**config.mk**
```make
export PLATFORM = sky130hd
export DESIGN_NAME = replay_merge
export DESIGN_NICKNAME = d
export VERILOG_FILES = /design/src/rtl/replay_merge.sv
export SDC_FILE = /design/constraint.sdc
export NUM_CORES = 1
export LEC_CHECK = 0
export ABC_CLOCK_PERIOD_IN_PS = 1600
export CORE_ASPECT_RATIO = 1.4
export CORE_MARGIN = 1.5
export CORE_UTILIZATION = 30
export CTS_CLUSTER_DIAMETER = 40
export CTS_CLUSTER_SIZE = 25
export DETAILED_ROUTE_END_ITERATION = 12
export PLACE_DENSITY_LB_ADDON = 0.15
export REMOVE_ABC_BUFFERS = 1
export SETUP_SLACK_MARGIN = 0.02
export SLEW_MARGIN = 20
export SYNTH_ARGS = -nofsm -noshare
export SYNTH_HDL_FRONTEND = slang
export SYNTH_SLANG_ARGS = --single-unit
```
**constraint.sdc**
```tcl
create_clock -name clk -period 1.6 [get_ports clk]
set_input_delay 0.24 -clock clk [delete_from_list [all_inputs] [get_ports clk]]
set_output_delay 0.24 -clock clk [all_outputs]
set_load 0.01 [all_outputs]
```
**src/rtl/replay_merge.sv**
```systemverilog
// replay_merge: merges masked per-block replay requests into a replay/backoff/retry/abort sequencer.
// Define REPLAY_MERGE_STATS_EN to enable the saturating io_replay_total counter; otherwise it is tied to 0.
module replay_merge #(
  parameter int NUM_BLOCKS = 3,
  parameter logic [NUM_BLOCKS-1:0] REPLAY_MASK = '1,
  parameter int MODE = 0,
  parameter int MAX_RETRY = 7,
  parameter int CNT_W = 4,
  parameter int BACKOFF = 2
) (
  input  logic                  clk,
  input  logic                  reset,
  input  logic                  io_valid,
  input  logic [NUM_BLOCKS-1:0] io_replay_req,
  output logic                  io_ready,
  output logic                  io_replay,
  output logic                  io_done,
  output logic                  io_abort,
  output logic [CNT_W-1:0]      io_retry_cnt,
  output logic [15:0]           io_replay_total
);
  localparam int BO_W = BACKOFF > 2 ? $clog2(BACKOFF) : 1;
  typedef enum logic [2:0] {S_IDLE, S_REPLAY, S_BACKOFF, S_RETRY, S_ABORT} state_t;
  state_t state_q, state_d;
  logic [CNT_W-1:0] cnt_q, cnt_d;
  logic [BO_W-1:0] bo_q, bo_d;
  logic done_q, done_d;
  logic [NUM_BLOCKS-1:0] masked;
  logic hit;
  assign masked = io_replay_req & REPLAY_MASK;
  assign hit = io_valid & (MODE == 0 ? &masked : |masked);
  assign io_ready = state_q == S_IDLE || state_q == S_RETRY;
  assign io_replay = state_q == S_REPLAY;
  assign io_abort = state_q == S_ABORT;
  assign io_done = done_q;
  assign io_retry_cnt = cnt_q;
  // The count is always 0 in IDLE, so IDLE and RETRY share one acceptance rule.
  always_comb begin
    state_d = state_q;
    cnt_d = cnt_q;
    bo_d = bo_q;
    done_d = 1'b0;
    case (state_q)
      S_IDLE, S_RETRY: if (io_valid) begin
        if (!hit) begin
          state_d = S_IDLE;
          cnt_d = '0;
          done_d = 1'b1;
        end else if (cnt_q < CNT_W'(MAX_RETRY)) begin
          state_d = S_REPLAY;
          cnt_d = cnt_q + 1'b1;
        end else begin
          state_d = S_ABORT;
          cnt_d = '0;
        end
      end
      S_REPLAY: begin
        state_d = BACKOFF > 0 ? S_BACKOFF : S_RETRY;
        bo_d = BO_W'(BACKOFF > 0 ? BACKOFF - 1 : 0);
      end
      S_BACKOFF: begin
        bo_d = bo_q - 1'b1;
        state_d = bo_q == '0 ? S_RETRY : S_BACKOFF;
      end
      default: state_d = S_IDLE;
    endcase
  end
  always_ff @(posedge clk or negedge reset) begin
    if (!reset) begin
      state_q <= S_IDLE;
      cnt_q <= '0;
      bo_q <= '0;
      done_q <= 1'b0;
    end else begin
      state_q <= state_d;
      cnt_q <= cnt_d;
      bo_q <= bo_d;
      done_q <= done_d;
    end
  end
`ifdef REPLAY_MERGE_STATS_EN
  logic [15:0] total_q, total_d;
  always_comb total_d = io_replay && total_q != 16'hFFFF ? total_q + 16'd1 : total_q;
  always_ff @(posedge clk or negedge reset) begin
    if (!reset) total_q <= '0;
    else total_q <= total_d;
  end
  assign io_replay_total = total_q;
`else
  assign io_replay_total = '0;
`endif
endmodule

```
# Yosys cells after proc, flatten, opt, wreduce, memory -nomap -nowiden
# Cells that the tools add are included.
# totals
inputBits	6
reg_bits	9
word_cells	30
# op_classes
order_cmp	1
n_reduce_logical	6
n_eq_ne	5
addsub	2
muxes	11
bitwise	1
# op_table
operator	count
2-to-1 mux 3 bit	3
one-hot mux 3 bit (3 select lines)	1
2-to-1 mux 4 bit	2
== test 3 x 2 -> 1 bit, second input constant	2
adder 4 x 1 -> 4 bit, second input constant	1
< comparator 4 x 3 -> 1 bit, second input constant	1
2-to-1 mux 1 bit	4
== test 3 x 1 -> 1 bit, second input constant	1
== test 3 bit, second input constant	1
zero test 3 bit	1
AND reduction 3 bit	1
!= test 2 bit, second input constant	1
one-hot mux 1 bit (2 select lines)	1
AND reduction 2 bit	1
nonzero test 2 bit	1
OR reduction 2 bit	1
bitwise AND 1 bit	1
logical OR 1 bit	1
subtractor 1 bit, second input constant	1

# Logic depth before layout (Yosys ltp)
# Gate-level depths: netlist of run 1.
# logic_depth
depth_word	5
depth_mapped	4
depth_no_buf	4

# Worst setup path before layout of run 1
# OpenSTA, ideal clock, no wires.
# synth_path
path_type	reg2reg
from	reg cnt_q[0], in the netlist io_retry_cnt[0]
to	reg cnt_q[2], in the netlist io_retry_cnt[2]
required_ns	1.479
setup_ns	0.121
arrival_ns	1.168
setup_slack_ns	0.311
period_less_slack_ns	1.289
stages_incl_launch_ff	5
path_cell_list	dfrtp_1 -> ha_1 -> nor2b_1 -> a31o_1 -> a22o_1
# synth_between
elab_chain_cells	3
# synth_lines
element	line_no	rtl
from (decl)	25	logic [CNT_W-1:0] cnt_q, cnt_d;
from (signal assigned)	76	cnt_q <= cnt_d;
adder 4 x 1 -> 4 bit or < comparator 4 x 3 -> 1 bit (tied branches)	51, 49	
2-to-1 mux 4 bit *	49	end else if (cnt_q < CNT_W'(MAX_RETRY)) begin
2-to-1 mux 4 bit *	45	if (!hit) begin
# Mark *: on every way between the ends. The rest lies on a longest branch, timed or not.
# A chain may end at the register's enable or synchronous reset.

# Worst setup path after layout of run 1
# layout_path
from	reg state_q[0]
to	out io_ready
# layout_between
elab_chain_cells	2
# layout_lines
element	line_no	rtl
from (decl)	24	state_t state_q, state_d;
from (signal assigned)	75	state_q <= state_d;
== test 3 x 2 -> 1 bit or zero test 3 bit (tied branches)	32	assign io_ready = state_q == S_IDLE || state_q == S_RETRY;
logical OR 1 bit *	32	
to (decl)	15	output logic io_ready,
# Marks and branches as above.

==> metrics.md, run 1 <==
| Metric | Value |
|---|---|
| GRT Total Usage | 0.108 |
| H-tree levels | 1 |
| Synth top cells by count | buf_4, dfrtp_1, a21oi_1, nor2_1 |
| Post-Synthesis Cells | 65 |
| DRC | 0 |
| Synth cell types | 31 |
| Total grt overflow | 0 |
| Fillers | 222 |
| Met1 layer usage reported by global route | 0.127 |
| Root Driver | clkbuf_4 |
| Gpl congestion | a little over 0.7 |
| CP top delay family | flip-flops |
| Sink Count | 9 |
| Final #Nets | 93 |
| Worst-Skew Late Latency | about 0.27 ns |
| Initial Utilization | 0.323 |
| TritonCTS buffer count | 3 |
| Busiest grt layer | met2 |
| Clock tree buffer depth | 2 |
| Syn Area/Cell | slightly below 10 um2 |
| Synth top area cells | dfrtp_1, buf_4, buf_6 |
| ANT cells | 0 |
| Via count | 495 |
| Post-synth EDFFs | 0 |
| Buffers & Inverters on Critical Path | 1 |
| Area delta synth->final | 24.4% |
| Max Freq | roughly 660 MHz |
| Period utilization | 0.954 |
| Number of synthesized register bits | 9 |
| Grt met2 use | 0.158 |
| Number of synthesis warnings | 0 |
| Core footprint | about 2000 um2 |
| Worst Setup Start Kind | flip-flop |
| Via density | 4.67 |
| DRT Pass-1 Iters | 4 |
| Final Hold Vio Count | 0 |
| DRT iter0 DRCs | 5 |
| Asr flop ratio synth | 1.00 |
| Top cell type's share of synthesized area | 0.349 |
| Die Area | 2440 um2 |
| Final min period | 1.53 ns |
| CP max FO | 5 |
| Final ANT Viol Nets | 0 |
| Num rows | 19 |
| Data required, critical path | 1.36 ns |
| RSZ-0062 raised after global routing | no |
| Final WL | between 1000 and 1500 um |
| TritonCTS clock tree | done |
| Top-count cell post-synth | buf_4 |
| Synth area leader | dfrtp_1 |
| Port Buffers | 13 |
| Routed length per instance | 11.3 um |
| Max-slew violation count | 0 |
| Seq/Total Area, Yosys | 0.349 |
| Cell area after synthesis | 646 um2 |
| Total power | 1.12 mW |
| Leading register cell type out of synthesis | dfrtp_1 |
| Kind of critical path | reg -> out |
| Layout cells sized above 1 | 0.224 |
| Die width | 42.2 um |
| Hold/Removal Path Class | in -> async |
| Crit path DAT | 1.29 ns |
| CP max-delay cell | dfrtp_2 |
| Power Density | roughly 1400 nW/um2 |
| Placed inst area | around 760 um2 |
| Largest net degree at the start of global routing | 10 |
| # setup viols final | 0 |
| Worst vdd ir | 0.720 mV |
| Met3 global-route usage | 0.0218 |
| Outcome | finished clean |
| Antenna violations before repair | 0 |
| Die height | 57.9 um |
| Lkg Pwr | 0.393 nW |
| Detailed Place HPWL | ~900 um |
| Design area | ~800 um2 |
| Clock skew | about 0.0015 ns |
| Number of global-route vias before repair | 445 |
| First-pass GRT wire length | 1890 um |
| Endpoint kind of the worst setup timing path | output port |
| Crit path largest cell delay | 0.46 ns |
| Cells along the critical path | xor2_4, nor2_1, clkdlybuf4s15_1 |
| Total negative slack | 0 ns |
| Io pins | 30 |
| Hold_ws | roughly 0.28 ns |
| Reg clk slew, reported paths | around 0.060 ns |
| Max-Cap Viols | 0 |
-- worst register-to-register path, stage by stage (launching register included) --
cell	delay, ns
dfrtp_2	0.46
buf_4	0.16
buf_4	0.15
xnor2_2	0.19
nand2_2	0.12
mux2_1	0.30
-- state kept, by name (all words and copies together) (netlist names) --
name,count
bo_q,1
io_done,1
io_retry_cnt,4
state_q,3
-- path summary, 6_finish.rpt --
path,from,end,slack [ns],depth (start not counted)
min in group clk,bo_q,bo_q,0.52,1
max in group asynchronous,reset,io_retry_cnt[2],0.99,1
setup reg to reg,state_q[0],io_retry_cnt[0],0.11,5
hold reg to reg,bo_q,bo_q,0.52,1
hold / removal,reset,state_q[2],0.28,1
setup / recovery,state_q[0],io_ready,0.07,3
-- layout make-up --
type                    instances  area (um2)  area share
clock buffers                   4        26.3      0.0327
inverters                       1        3.75     0.00467
well taps                      21        26.3      0.0327
multi-input cells              51         338       0.421
repair buffers                 20         180       0.224
flip-flops and latches          9         229       0.285
-- repair_timing --
action / CTS / global route
buffers inserted: 0 / 1
hold buffers: 0 / 0
resized for setup: 4 / 4
endpoints found under the setup margin: 3 / 2
-- kinds of logic after synthesis --
family,count (synthesis),synth area share
buf+inv,20,0.233
simple gates,16,0.149
compound gates,15,0.176
flops,9,0.349
xor+xnor,2,0.0504
fa+ha+maj,1,0.0194
other cells,1,0.00581
mux,1,0.0174
-- cells in the final DEF (no fill, tap or decap), types with 3 or more instances in the layout --
master	count
buf_4	7
nor2_1	4
clkbuf_4	3
dfrtp_2	3
conb_1	16
clkdlybuf4s50_1	10
a21oi_1	4
dfrtp_1	6
-- power by group --
part | leakage [nW] | switching (mW) | internal [mW] | total (mW)
registers | 0.113 | 0.0834 | 0.295 | 0.379
logic | 0.265 | 0.254 | 0.303 | 0.557
clock network | 0.0150 | 0.0878 | 0.0967 | 0.184
total | 0.393 | 0.426 | 0.695 | 1.12
-- per-stage QoR --
stage	utilization	instances	setup WS [ns]
after floorplan	-	61	0.311
after global placement	0.379	101	0.0249
after detailed placement	0.379	101	0.0464
after CTS	0.391	105	0.00331
after global routing	0.402	106	0.0259
final	0.402	106	0.0739
-- layer usage --
| metal | part of all wire | vias up |
|---|---|---|
| li1 | - | 237 |
| met4 | 0.035 | 0 |
| met3 | 0.071 | 4 |
| met5 | 0 | - |
| met2 | 0.47 | 20 |
| met1 | 0.42 | 234 |
Power figures use the tool's default switching activity.
==> run 2: changes to the inputs <==
Settings changed: HOLD_SLACK_MARGIN from default to 0.15.
==> results of run 2 <==
The final DEF is identical to that of run 1; final timing and power are the same.
